<file path="src/rtl/alu_issue_stage.sv">
// Issue stage in front of the 32-bit combinational ALU: a command FIFO feeds the ALU
// from storage only, and each ALU result is captured into a valid/ready output slot.
module alu_issue_stage #(
  parameter int DEPTH = 4,
  parameter int CNT_W = 16
) (
  input  logic                     clk,
  input  logic                     rst,
  input  logic                     in_valid,
  output logic                     in_ready,
  input  logic [31:0]              in_x,
  input  logic [31:0]              in_y,
  input  logic [2:0]               in_op,
  output logic [31:0]              alu_x,
  output logic [31:0]              alu_y,
  output logic [2:0]               alu_op,
  input  logic [31:0]              alu_z,
  input  logic                     alu_zero,
  input  logic                     alu_equal,
  input  logic                     alu_overflow,
  output logic                     out_valid,
  input  logic                     out_ready,
  output logic [31:0]              out_z,
  output logic                     out_zero,
  output logic                     out_equal,
  output logic                     out_overflow,
  output logic [2:0]               out_op,
  output logic                     out_reserved,
  output logic [$clog2(DEPTH):0]   level,
  output logic [CNT_W-1:0]         issued
);

  localparam int AW = $clog2(DEPTH);
  localparam int LW = AW + 1;
  localparam logic [LW-1:0] FULL    = LW'(DEPTH);
  localparam logic [2:0]    OP_RSVD = 3'b111;

  logic [31:0]    x_mem  [DEPTH];
  logic [31:0]    y_mem  [DEPTH];
  logic [2:0]     op_mem [DEPTH];

  logic [AW-1:0]  wr_ptr_q, wr_ptr_d, rd_ptr_q, rd_ptr_d;
  logic [LW-1:0]  count_q, count_d;
  logic [CNT_W-1:0] issued_q, issued_d;
  logic           out_valid_q, out_valid_d;
  logic [31:0]    out_z_q, out_z_d;
  logic           out_zero_q, out_zero_d;
  logic           out_equal_q, out_equal_d;
  logic           out_overflow_q, out_overflow_d;
  logic [2:0]     out_op_q, out_op_d;
  logic           out_reserved_q, out_reserved_d;

  logic           empty_s, push_s, cap_s;
  logic [31:0]    head_x_s, head_y_s;
  logic [2:0]     head_op_s;

  // Handshake qualifiers; a full FIFO never accepts, even on a same-cycle pop.
  always_comb begin
    empty_s   = (count_q == {LW{1'b0}});
    in_ready  = (count_q != FULL);
    push_s    = in_valid && in_ready;
    cap_s     = !empty_s && (!out_valid_q || out_ready);
    head_x_s  = x_mem[rd_ptr_q];
    head_y_s  = y_mem[rd_ptr_q];
    head_op_s = op_mem[rd_ptr_q];
  end

  // ALU is fed only from storage; an empty FIFO idles it on the reserved opcode.
  always_comb begin
    if (empty_s) begin
      alu_x  = 32'h0000_0000;
      alu_y  = 32'h0000_0000;
      alu_op = OP_RSVD;
    end else begin
      alu_x  = head_x_s;
      alu_y  = head_y_s;
      alu_op = head_op_s;
    end
  end

  // Pointer, occupancy and result-slot next state.
  always_comb begin
    wr_ptr_d       = wr_ptr_q;
    rd_ptr_d       = rd_ptr_q;
    count_d        = count_q;
    issued_d       = issued_q;
    out_valid_d    = out_valid_q;
    out_z_d        = out_z_q;
    out_zero_d     = out_zero_q;
    out_equal_d    = out_equal_q;
    out_overflow_d = out_overflow_q;
    out_op_d       = out_op_q;
    out_reserved_d = out_reserved_q;

    if (push_s) begin
      wr_ptr_d = wr_ptr_q + AW'(1);
    end else begin
      wr_ptr_d = wr_ptr_q;
    end

    case ({push_s, cap_s})
      2'b10:   count_d = count_q + LW'(1);
      2'b01:   count_d = count_q - LW'(1);
      default: count_d = count_q;
    endcase

    if (cap_s) begin
      rd_ptr_d       = rd_ptr_q + AW'(1);
      issued_d       = issued_q + CNT_W'(1);
      out_valid_d    = 1'b1;
      out_z_d        = alu_z;
      out_zero_d     = alu_zero;
      out_equal_d    = alu_equal;
      out_overflow_d = alu_overflow;
      out_op_d       = head_op_s;
      out_reserved_d = (head_op_s == OP_RSVD);
    end else if (out_valid_q && out_ready) begin
      out_valid_d = 1'b0;
    end else begin
      out_valid_d = out_valid_q;
    end
  end

  // Command storage; contents need no reset since count gates every read.
  always_ff @(posedge clk) begin
    if (push_s) begin
      x_mem[wr_ptr_q]  <= in_x;
      y_mem[wr_ptr_q]  <= in_y;
      op_mem[wr_ptr_q] <= in_op;
    end
  end

  // Control and result registers.
  always_ff @(posedge clk or posedge rst) begin
    if (rst) begin
      wr_ptr_q       <= {AW{1'b0}};
      rd_ptr_q       <= {AW{1'b0}};
      count_q        <= {LW{1'b0}};
      issued_q       <= {CNT_W{1'b0}};
      out_valid_q    <= 1'b0;
      out_z_q        <= 32'h0000_0000;
      out_zero_q     <= 1'b0;
      out_equal_q    <= 1'b0;
      out_overflow_q <= 1'b0;
      out_op_q       <= 3'b000;
      out_reserved_q <= 1'b0;
    end else begin
      wr_ptr_q       <= wr_ptr_d;
      rd_ptr_q       <= rd_ptr_d;
      count_q        <= count_d;
      issued_q       <= issued_d;
      out_valid_q    <= out_valid_d;
      out_z_q        <= out_z_d;
      out_zero_q     <= out_zero_d;
      out_equal_q    <= out_equal_d;
      out_overflow_q <= out_overflow_d;
      out_op_q       <= out_op_d;
      out_reserved_q <= out_reserved_d;
    end
  end

  assign out_valid    = out_valid_q;
  assign out_z        = out_z_q;
  assign out_zero     = out_zero_q;
  assign out_equal    = out_equal_q;
  assign out_overflow = out_overflow_q;
  assign out_op       = out_op_q;
  assign out_reserved = out_reserved_q;
  assign level        = count_q;
  assign issued       = issued_q;

endmodule

</file>
<file path="config.mk">
export PLATFORM = sky130hd
export DESIGN_NAME = alu_issue_stage
export DESIGN_NICKNAME = d
export VERILOG_FILES = /design/src/rtl/alu_issue_stage.sv
export SDC_FILE = /design/constraint.sdc
export NUM_CORES = 1
export LEC_CHECK = 0
export CAP_MARGIN = 40
export CORE_MARGIN = 2
export CORE_UTILIZATION = 30
export CTS_CLUSTER_DIAMETER = 30
export DETAILED_ROUTE_END_ITERATION = 10
export HOLD_SLACK_MARGIN = 0.02
export SYNTH_ARGS = -nofsm -noshare
export SYNTH_HDL_FRONTEND = slang
export SYNTH_SLANG_ARGS = --single-unit
</file>
<file path="constraint.sdc">
create_clock -name clk -period 3.9 [get_ports clk]
set_input_delay 0.39 -clock clk [delete_from_list [all_inputs] [get_ports clk]]
set_output_delay 0.39 -clock clk [all_outputs]
set_load 0.02 [all_outputs]
</file>
Word-level counts from Yosys, hierarchy flattened
Memories as Yosys holds them, arrays and structs flattened.
Cells that the tools add are included.
{ "word_totals": {"input_bits": 106, "ramBits": 268, "mem_count": 3, "regBits": 63, "out_inout_bits": 127, "wordCells": 40} }
{ "memory_table": {"columns": ["memory", "depth", "word_bits", "rd", "rd_ports_with_merged_regs", "wr", "line", "source"], "rows": [
  ["x_mem", 4, 32, 1, 0, 1, "38", "logic [31:0] x_mem [DEPTH];"],
  ["y_mem", 4, 32, 1, 0, 1, "39", "logic [31:0] y_mem [DEPTH];"],
  ["op_mem", 4, 3, 1, 0, 1, "40", "logic [2:0] op_mem [DEPTH];"]
]} }
{ "classes": {"eq_ne": 4, "n_reduce_logical": 9, "addsub": 5, "n_mux": 8} }
{ "op_table": {"columns": ["op", "count"], "rows": [
  ["32-bit two-way mux", 2],
  ["16-bit by 1-bit adder with 16-bit output (second input constant)", 1],
  ["3-bit one-hot mux with 2 select lines", 1],
  ["2-bit by 1-bit adder with 2-bit output (second input constant)", 2],
  ["1-bit two-way mux", 4],
  ["2-bit nonzero test", 2],
  ["3-bit by 1-bit adder with 3-bit output (second input constant)", 1],
  ["3-bit equality test (second input constant)", 1],
  ["1-bit logical AND", 3],
  ["3-bit zero test", 1],
  ["3-bit two-way mux", 1],
  ["3-bit != test (second input constant)", 1],
  ["3-bit by 1-bit subtractor with 3-bit output (second input constant)", 1],
  ["2-bit by 1-bit equality test with 1-bit output (second input constant)", 1],
  ["2-bit equality test (second input constant)", 1],
  ["1-bit zero test", 2],
  ["1-bit logical OR", 1]
]} }

Longest topological paths before layout
Gate-level depths: netlist of run 1.
{ "logic_depth": {"depth_word": 5, "mapped_depth": 10} }

Least setup slack after synthesis of run 1
No wires, ideal clock.
{ "synth_path": {"path_type": "register -> register", "from": "reg count_q[0], in the netlist level[0]", "to": "mem op_mem[0][0], enable pin", "path_stages_with_launch": 4, "setup_time_ns": 0.433, "t_required_ns": 3.467, "synth_period_minus_slack_ns": 3.039, "slack_ns": 0.861, "arrival_time_ns": 2.606, "path_cell_list": "dfrtp_1 -> inv_1 -> nand3_1 -> and3_1"} }
{ "synth_between": {"elab_chain_cells": 4} }
{ "synth_rtl": {"columns": ["element", "line", "source"], "rows": [
  ["start, declared", "43", "logic [LW-1:0] count_q, count_d;"],
  ["start signal, assigned", "138", "count_q <= {LW{1'b0}};"],
  ["start signal, assigned", "150", "count_q <= count_d;"],
  ["3-bit != test", "60", "in_ready = (count_q != FULL);"],
  ["named net in_ready", "10", "output logic in_ready,"],
  ["1-bit logical AND", "61", "push_s = in_valid && in_ready;"],
  ["1-bit two-way mux", "126", "if (push_s) begin"],
  ["1-bit two-way mux (implied by the code)", "129", "op_mem[wr_ptr_q] <= in_op;"],
  ["end, declared", "40", null]
]} }
The timed path passes the listed nets, and every way through them passes these cells.

Final worst setup path of run 1
{ "layout_path": {"from": "reg rd_ptr_q[0]", "to": "out alu_y[24]"} }
{ "layout_between": {"elab_chain_cells": 2} }
{ "layout_rtl": {"columns": ["element", "line", "source"], "rows": [
  ["start, declared", "42", "logic [AW-1:0] wr_ptr_q, wr_ptr_d, rd_ptr_q, rd_ptr_d;"],
  ["start signal, assigned", "137", "rd_ptr_q <= {AW{1'b0}};"],
  ["start signal, assigned", "149", "rd_ptr_q <= rd_ptr_d;"],
  ["memory 4 x 32 bit", null, null],
  ["32-bit two-way mux", "70", "if (empty_s) begin"],
  ["end, declared", "15", "output logic [31:0] alu_y,"]
]} }
No other way between the ends.

==> results of run 1 <==
==> stage by stage <==
stage	hold WS, ns	util (%)
final	0.266	44.1
after global routing	0.317	44.1
after CTS	0.264	44.1
after detailed placement	0.475	37.6
after global placement	0.461	37.6
after floorplan	0.489	-
==> power groups by stage <==
stage	registers [mW]	clock network, mW	logic [mW]
floorplan	5.29	0	2.99
global placement	5.17	0	5.55
detailed placement	5.21	0	5.54
CTS	5.15	6.73	5.58
global route	5.22	6.90	5.81
finish	5.12	6.58	5.44
==> state kept, by name, summed over array words and instances (netlist names), 2 cells and up <==
signal,count
out_op,3
op_mem,12
wr_ptr_q,2
x_mem,128
rd_ptr_q,2
level,3
issued,16
out_z,32
y_mem,128
==> kinds of logic (layout without fill, tap and decap cells) <==
kind of cell	after synthesis	count (layout)
AOI/OAI and AO/OA	3	3
xor gates and xnor gates	21	21
adders and majority gates	7	7
buffers and inverters	36	396
DFF	331	331
muxes	107	107
and+or+nand+nor	105	105
==> layout make-up <==
class,count,area share [%]
Sequential cell,331,52.1
Multi-Input combinational cell,243,15.9
Inverter,7,0.142
Clock buffer,92,11.4
Timing Repair Buffer,245,13.6
Tap cell,539,3.65
Clock inverter,52,3.34
==> layer usage <==
layer / GRT usage (%) / part of all wire [%] / vias up
met4: 5.72 / 2.2 / 0
met3: 4.41 / 7.6 / 49
met5: 0 / 0 / -
li1: - / - / 3033
met1: 16.1 / 44 / 3408
met2: 19.8 / 47 / 257
==> final timing paths <==
kind,to,slack (ns),depth (start not counted)
min in group clk,out_z[16],0.44,2
min,out_z[16],0.27,2
max in group asynchronous,rd_ptr_q[0],2.73,3
max reg2reg,level[2],1.66,10
min reg2reg,issued[15],0.47,1
max,alu_y[24],0.48,4
==> layout by cell type (no fill, tap or decap), types with 2 or more instances in the layout <==
master           count
ha_1                 6
dfrtp_4              2
clkinv_4             8
nand2_1              7
xor2_1               4
nand3_1              7
clkinv_1             7
buf_12               7
inv_1                6
inv_6                4
mux2_2              39
and4_1               2
xnor2_1             17
nor2b_1             64
or2_1                3
clkinv_2            16
clkbuf_1             9
o21ai_0              3
edfxtp_1           268
bufinv_16           12
buf_4                6
clkbuf_16           82
clkinvlp_4           4
dfrtp_1             61
clkdlybuf4s50_1    232
and2_1               2
and3_1               4
and3_4               4
nand4_1              6
mux4_2              67
==> synth_stat cells <==
master	n
fa_1	1
buf_4	2
dfrtp_1	63
inv_1	7
o21ai_0	3
nor4b_4	1
xnor2_1	17
xor2_1	4
mux2i_1	1
buf_6	6
mux2_2	39
mux4_2	67
edfxtp_1	268
nand4_1	6
nand3_1	7
ha_1	6
clkbuf_1	11
buf_2	9
and2b_1	1
nand2b_1	1
and3_1	8
and4_1	2
nor2_1	1
buf_8	1
or2_1	3
nand2_1	7
and2_1	2
nor2b_1	64
nor3_4	1
nor2_4	1
==> worst max-delay path: cells and delay by family, from the launching register on <==
family,cells,cell delay [ns]
flops,1,0.86
mux,1,0.53
buf+inv,2,0.88
simple gates,1,0.16
==> impl_metrics.yaml, run 1 <==
power:
  pwr-share-seq_pct: 29.9
  intPower_mw: 12.1
  pwr-share-clk_pct: 38.4
  total_power_mw: 17.1
  power_density_nw_per_um2: 926
  p_sw_mw: 5.07
  power_frac_comb_pct: 31.7
  ir_drop_mv: 0.547
  p_leak_nw: 6.53
  switching_share_pct: 29.6
cells_and_area:
  areaGrowthSynthToFinish_pct: 45.0
  stdcell_area_sq_um: 18500
  antenna_cells: 0
  nFillCells: 3677
  fin_nets: 1019
  fin_cells: 1509
  area.sequential_sq_um: 9630
  drive_above_1_share_pct: 26.5
  multi_input_area_sq_um: 2940
clock_tree:
  cts_resized: 0
  clk_latency_ns: 0.58
  post-cts-setup-buffers: 0
  cts_tree: "yes"
  cts_inserted_buffers: 78
  hold_buffers: 0
  cts_buffer_depth: 3
  clockRootBuffer: "clkbuf_16"
  htree_num_levels: 3
  clkSinkCount: 331
  clkSlewWorstSetupHoldPaths_ns: 0.04
synthesis:
  synth_top_family_by_area: "multiplexers"
  yosys.area.top_type: "edfxtp_1"
  yosysUniqueCellTypes: 30
  synthSimpleGateAreaFrac_pct: 5.23
  synth_top_area_share_pct: 63.1
  synthMuxAreaShare_pct: 15.4
  synthTopCellsByArea: "edfxtp_1, dfrtp_1, mux4_2"
  synthAdderAreaFrac_pct: 0.746
  synthXorXnorAreaFrac_pct: 1.44
  synth_compound_area_share_pct: 0.118
  yosysSeqAreaShare_pct: 75.5
  ys_warn_count: 0
  avgSynthCellArea_sq_um: 20.9
  synthesis.nets: 723
  synthCells: 610
  syn_area_sq_um: 12800
  ys_ff_latch: 331
global_routing:
  antenna_found_initial: 0
  first_global_vias: 7307
  grt_max_degree: 68
  grt_pass1_wl_mm: 42.5
  gr-total-overflow: 0
  grtUsageTotal_pct: 12.7
setup_path:
  max_stage_delay_ns: 0.86
  cp.required_ns: 3.51
  endpoint_kind: "output port"
  path_cells: "buf_12 > mux4_2 > nor2b_1 > clkdlybuf4s50_1"
  start_kind: "flop"
  setup.worst_path.start: "rd_ptr_q[0]"
  crit_path_max_fanout: 30
  r2r-start: "level[0]"
  slowest_stage: "dfrtp_4"
  crit_type: "reg -> out"
  cp.arrival_ns: 3.03
routing:
  wl_per_cell_microns: 18.4
  dr.pass1.iters: 4
  drt_wl_total_mm: 27.8
  ant_nets: 0
  via_count: 6747
  via_per_inst: 4.47
  drt_iter0_drc: 230
  drc: 0
placed_design:
  portBuffers: 232
  placed_area_sq_um: 15800
  placed_cells_incl_taps: 1365
  hpwl_mm: 16.5
  gp_congestion: 0.710
  pre_cts_ws_ns: 0.988
timing:
  drv_slew: 0
  finalClockSkew_ns: 0.0125
  finalWorstPathRequiredPeriod_ns: 3.42
  rsz0062_at_grt: "no"
  setup_viol: 0
  setup_ws_ns: 0.478
  max_slew_margin_pct: 52.7
  fin_crit_sh_pct: 87.7
  tightest_slew_ns: 0.709
  setup_tns_ns: 0
  hold_viol: 0
  fmax_mhz: 292
outcome:
  status: "completed"
hold_path:
  hold_class: "in -> async"
floorplan:
  core.rowCount: 75
  die_y_microns: 210
  die_w_microns: 210
  initial_utilization_pct: 30.4
  io-pin-count: 233
  coreArea_sq_um: 41900
  die_area_sq_um: 44200
job:
  drv_cap: 0
Note: power is estimated with default switching activity, not from simulation.
==> run 2, diff against run 1 <==
--- a/config.mk
+++ b/config.mk
@@ -11,6 +11,7 @@
 export CTS_CLUSTER_DIAMETER = 30
 export DETAILED_ROUTE_END_ITERATION = 10
 export HOLD_SLACK_MARGIN = 0.02
+export REMOVE_ABC_BUFFERS = 1
 export SYNTH_ARGS = -nofsm -noshare
 export SYNTH_HDL_FRONTEND = slang
 export SYNTH_SLANG_ARGS = --single-unit
==> run 2 against run 1 <==
Worst hold slack improved by 0.018 ns. Via count increased by 1.3%. Routed wire length increased by 2.3%. Cell count decreased by 0.27%. Power about the same. First-iteration DRC count increased by 86%. Combinational power about the same. Setup slack improved by 0.13 ns. Largest cell class unchanged.
==> impl_metrics.yaml, run 2 (synthesis results as in run 1) <==
timing:
  max_slew_margin_pct: 51.7
  timing.hold.ws_ns: 0.284
  setup_ws_ns: 0.606
  tightest_slew_ns: 0.723
  finalClockSkew_ns: 0.0166
  fin_crit_sh_pct: 84.5
  rsz0062_at_grt: "no"
  setup_viol: 0
  hold_viol: 0
  finalWorstPathRequiredPeriod_ns: 3.29
  setup_tns_ns: 0
  fmax_mhz: 304
  drv_slew: 0
cells_and_area:
  final_cell_mix: "edfxtp_1, clkdlybuf4s50_1, clkbuf_16, mux4_2, nor2b_1"
  areaGrowthSynthToFinish_pct: 44.8
  fin_nets: 1018
  nFillCells: 3677
  fin_cells: 1505
  final_common_cell: "edfxtp_1"
  finish.utilization_pct: 44.0
  drive_above_1_share_pct: 26.0
floorplan:
  die_w_microns: 210
  die_y_microns: 210
  coreArea_sq_um: 41900
  core.rowCount: 75
  io-pin-count: 233
  initial_utilization_pct: 30.4
  die_area_sq_um: 44200
power:
  pwr-share-seq_pct: 29.8
  pwr-share-clk_pct: 38.5
  p_sw_mw: 5.04
  power_density_nw_per_um2: 927
  power_frac_comb_pct: 31.7
  switching_share_pct: 29.4
  intPower_mw: 12.1
  ir_drop_mv: 0.614
  p_leak_nw: 6.51
setup_path:
  slowest_stage: "dfrtp_4"
  cp.arrival_ns: 2.90
  max_stage_delay_ns: 0.65
  endpoint_kind: "output port"
  crit_type: "reg -> out"
  crit_path_max_fanout: 17
  start_kind: "flop"
  cp.required_ns: 3.51
  path_cells: "buf_4 > mux4_2 > nor2b_1 > clkdlybuf4s50_1"
routing:
  drc: 0
  dr.pass1.iters: 4
  via_per_inst: 4.54
  drt_wl_total_mm: 28.5
  drt_iter0_drc: 428
  ant_nets: 0
  wl_per_cell_microns: 18.9
  via_count: 6833
global_routing:
  grt_pass1_wl_mm: 43.1
  grt_max_degree: 49
  first_global_vias: 7499
  antenna_found_initial: 0
  grtUsageTotal_pct: 12.9
  gr-total-overflow: 0
job:
  drv_cap: 0
clock_tree:
  clockRootBuffer: "clkbuf_16"
  cts_buffer_depth: 3
  cts_resized: 0
  htree_num_levels: 3
  cts_inserted_buffers: 79
  clkSinkCount: 331
  clkSlewWorstSetupHoldPaths_ns: 0.04
  clk_latency_ns: 0.56
  cts_tree: "yes"
  hold_buffers: 0
  post-cts-setup-buffers: 0
placed_design:
  portBuffers: 232
  placed_cells_incl_taps: 1363
  pre_cts_ws_ns: 1.10
  gp_congestion: 0.695
  hpwl_mm: 17.3
hold_path:
  hold_class: "in -> async"
outcome:
  status: "completed"
## run 2: cell count changes in the layout (fill, tap and decap cells not counted), sizes merged
cell and change:
buf -2, clkbuf -2, diode +1, clkinv -3, bufinv +2, inv -1
clkinvlp +1
## run 2: per-layer routing
layer  up-vias  routed length, microns  GRT usage, %  part of all wire [%]
li1       3026                       -             -                     -
met1      3475                   11900          15.7                    42
met2       270                   13400          20.6                    47
met3        62                    2410          4.84                   8.5
met4         0                     721          5.67                   2.5
met5         -                       0             0                     0
## run 2: worst paths after layout
path                             start    endpoint  slack, ns  cells past startpoint
setup reg to reg              level[0]    level[2]       1.67                     10
hold / removal                     rst   out_z[15]       0.28                      2
hold reg to reg             issued[15]  issued[15]       0.49                      1
setup / recovery           rd_ptr_q[0]   alu_x[27]       0.61                      4
max in group asynchronous          rst    out_z[2]       2.97                      3
min in group clk             alu_z[17]   out_z[17]       0.44                      2
## run 2: power by group through the flow
stage | logic, mW | registers [mW] | clock network, mW
2_1_floorplan | 2.70 | 5.53 | 0
3_3_place_gp | 5.53 | 5.15 | 0
3_5_place_dp | 5.53 | 5.18 | 0
4_1_cts | 5.56 | 5.13 | 6.73
5_1_grt | 5.79 | 5.20 | 6.94
6_report | 5.43 | 5.10 | 6.59
## run 2: stage by stage
step | instance area [sq um] | power (mW)
6_report | 18500 | 17.1
5_1_grt | 18500 | 17.9
4_1_cts | 18500 | 17.4
3_5_place_dp | 15800 | 10.7
3_3_place_gp | 15800 | 10.7
2_1_floorplan | 12600 | 8.23
## run 2: area by class of cell
class	instances	area, sq um	share of cell area, %
diodes	1	2.50	0.0136
clock buffers	90	2060	11.2
clock inverters	51	641	3.47
inverters	7	26.3	0.142
multi-input cells	243	2940	15.9
flip-flops and latches	331	9630	52.2
well taps	539	674	3.65
repair buffers	243	2490	13.5
## run 2: critical path, delay by kind of cell, from the launching register on
| kind | cells | cell delay, ns |
|---|---|---|
| flip-flops | 1 | 0.65 |
| AND/OR/NAND/NOR | 1 | 0.16 |
| multiplexers | 1 | 0.55 |
| buffers and inverters | 2 | 0.97 |
==> run 3, diff against run 2 <==
==> constraint.sdc (replaced) <==
create_clock -name clk -period 3.1 [get_ports clk]
set_input_delay 0.31 -clock clk [delete_from_list [all_inputs] [get_ports clk]]
set_output_delay 0.31 -clock clk [all_outputs]
set_load 0.02 [all_outputs]
==> run 3 against run 2 <==
Cell count grew 1.0%. Critical path depth did not move. Sequential cell count unchanged. Setup slack worse by 0.47 ns. Cell area up 0.52%. Sequential power rose by 24%. Non-clock buffer count up 17. Die area is the same. Clock skew rose by 0.0027 ns. Register-to-register slack worse by 0.82 ns. First-iteration DRC count fell by 15%. Via count stayed put.
==> impl_metrics.yaml, run 3 (synthesis results as in run 1) <==
job:
  drv_cap: 0
cells_and_area:
  antenna_cells: 0
  final_cell_mix: "edfxtp_1, clkdlybuf4s50_1, clkbuf_16, mux4_2, nor2b_1"
  nFillCells: 3634
  final_common_cell: "edfxtp_1"
  area.sequential_sq_um: 9630
  multi_input_area_sq_um: 2940
  drive_above_1_share_pct: 27.1
  areaGrowthSynthToFinish_pct: 45.6
  fin_nets: 1034
setup_path:
  max_stage_delay_ns: 0.54
  crit_type: "reg -> out"
  cp.required_ns: 2.79
  endpoint_kind: "output port"
  cp.arrival_ns: 2.66
  start_kind: "flop"
  slowest_stage: "dfrtp_4"
  r2r-end: "level[2]"
  path_cells: "bufbuf_16 > mux4_2 > nor2b_1 > clkdlybuf4s50_1"
  rrSetupSlack_ns: 0.85
  crit_path_max_fanout: 14
  rr_worst_depth: 10
  r2r-start: "level[0]"
power:
  power_density_nw_per_um2: 1160
  ir_drop_mv: 0.770
  p_leak_nw: 6.57
  pwr-share-clk_pct: 37.1
  power_frac_comb_pct: 33.4
  intPower_mw: 15.0
  switching_share_pct: 30.0
  p_sw_mw: 6.46
  pwr-share-seq_pct: 29.5
timing:
  setup_viol: 0
  rsz0062_at_grt: "no"
  fin_crit_sh_pct: 95.8
  setup_ws_ns: 0.131
  hold_viol: 0
  drv_slew: 0
  finalClockSkew_ns: 0.0193
  max_slew_margin_pct: 57.4
  fmax_mhz: 337
  finalWorstPathRequiredPeriod_ns: 2.97
  tightest_slew_ns: 0.638
  timing.hold.ws_ns: 0.129
outcome:
  status: "completed"
routing:
  via_count: 6833
  dr.pass1.iters: 4
  drt_wl_total_mm: 29.5
  via_per_inst: 4.50
  ant_nets: 0
  wl_per_cell_microns: 19.4
  drc: 0
  drt_iter0_drc: 362
floorplan:
  core.rowCount: 75
  die_y_microns: 210
  coreArea_sq_um: 41900
  die_area_sq_um: 44200
  io-pin-count: 233
  initial_utilization_pct: 30.4
  die_w_microns: 210
clock_tree:
  clkSlewWorstSetupHoldPaths_ns: 0.05
  cts_inserted_buffers: 78
  cts_tree: "yes"
  htree_num_levels: 3
  clockRootBuffer: "clkbuf_16"
  cts_buffer_depth: 3
  clk_latency_ns: 0.57
  clkSinkCount: 331
global_routing:
  grt_max_degree: 49
  antenna_found_initial: 2
  first_global_vias: 7483
  gr-total-overflow: 0
  grtUsageTotal_pct: 13.4
  grt_pass1_wl_mm: 44.1
placed_design:
  pre_cts_ws_ns: 0.546
  hpwl_mm: 18.1
  gp_congestion: 0.686
  portBuffers: 232
hold_path:
  hold_class: "in -> async"
-- run 3: layer usage --
layer / up-vias / wire length [microns] / global-route usage, %
li1: 3061 / - / -
met1: 3454 / 12100 / 15.6
met2: 257 / 14200 / 22.3
met3: 57 / 2580 / 5.41
met4: 4 / 645 / 5.16
met5: - / 31 / 0
-- run 3: stage by stage --
stage	TNS, ns	utilization [%]	instance area, sq um	power, mW	std cells
after floorplan	-55.18	-	12600	10.4	581
after global placement	0	37.8	15900	13.6	1373
after detailed placement	0	37.8	15900	13.6	1373
after CTS	-0.0136	44.1	18500	21.8	1514
after global routing	0	44.3	18600	22.5	1520
final	0	44.3	18600	21.5	1520
-- run 3: repair_timing --
action / in CTS / in global routing
endpoints found under the setup margin: 1 / 23
hold buffers: 0 / 0
resized for setup: 5 / 0
setup buffers: 0 / 6
cloned: 1 / 0
-- run 3: critical path: cells and delay by family, from the launching register on --
kind / cells / cell delay (ns)
flops: 1 / 0.54
simple gates: 1 / 0.15
buf+inv: 2 / 0.90
mux: 1 / 0.50
-- run 3: worst max-delay path by stage --
| stage | from | to | slack [ns] |
|---|---|---|---|
| 2_1_floorplan | rd_ptr_q[0] | alu_op[0] | -0.89 |
| 3_3_place_gp | rd_ptr_q[0] | alu_op[1] | 0.58 |
| 3_5_place_dp | rd_ptr_q[0] | alu_op[1] | 0.55 |
| 4_1_cts | rd_ptr_q[0] | alu_x[8] | -0.009 |
| 5_1_grt | rd_ptr_q[0] | alu_y[17] | 0.009 |
| 6_report | rd_ptr_q[0] | alu_x[8] | 0.13 |
-- run 3: power by group through the flow --
stage	Clock [mW]	Sequential (mW)	Combinational [mW]
floorplan	0	6.96	3.39
global placement	0	6.40	7.17
finish	7.97	6.33	7.19
global route	8.39	6.44	7.70
detailed placement	0	6.45	7.18
CTS	8.13	6.40	7.26
-- run 3: area by class of cell --
| type | count | area share (%) |
|---|---|---|
| multi-input combinational | 243 | 15.8 |
| inverter | 7 | 0.142 |
| timing repair buffer | 260 | 14.4 |
| clock buffer | 93 | 11.4 |
| clock inverter | 47 | 2.70 |
| tap | 539 | 3.63 |
| sequential | 331 | 51.9 |
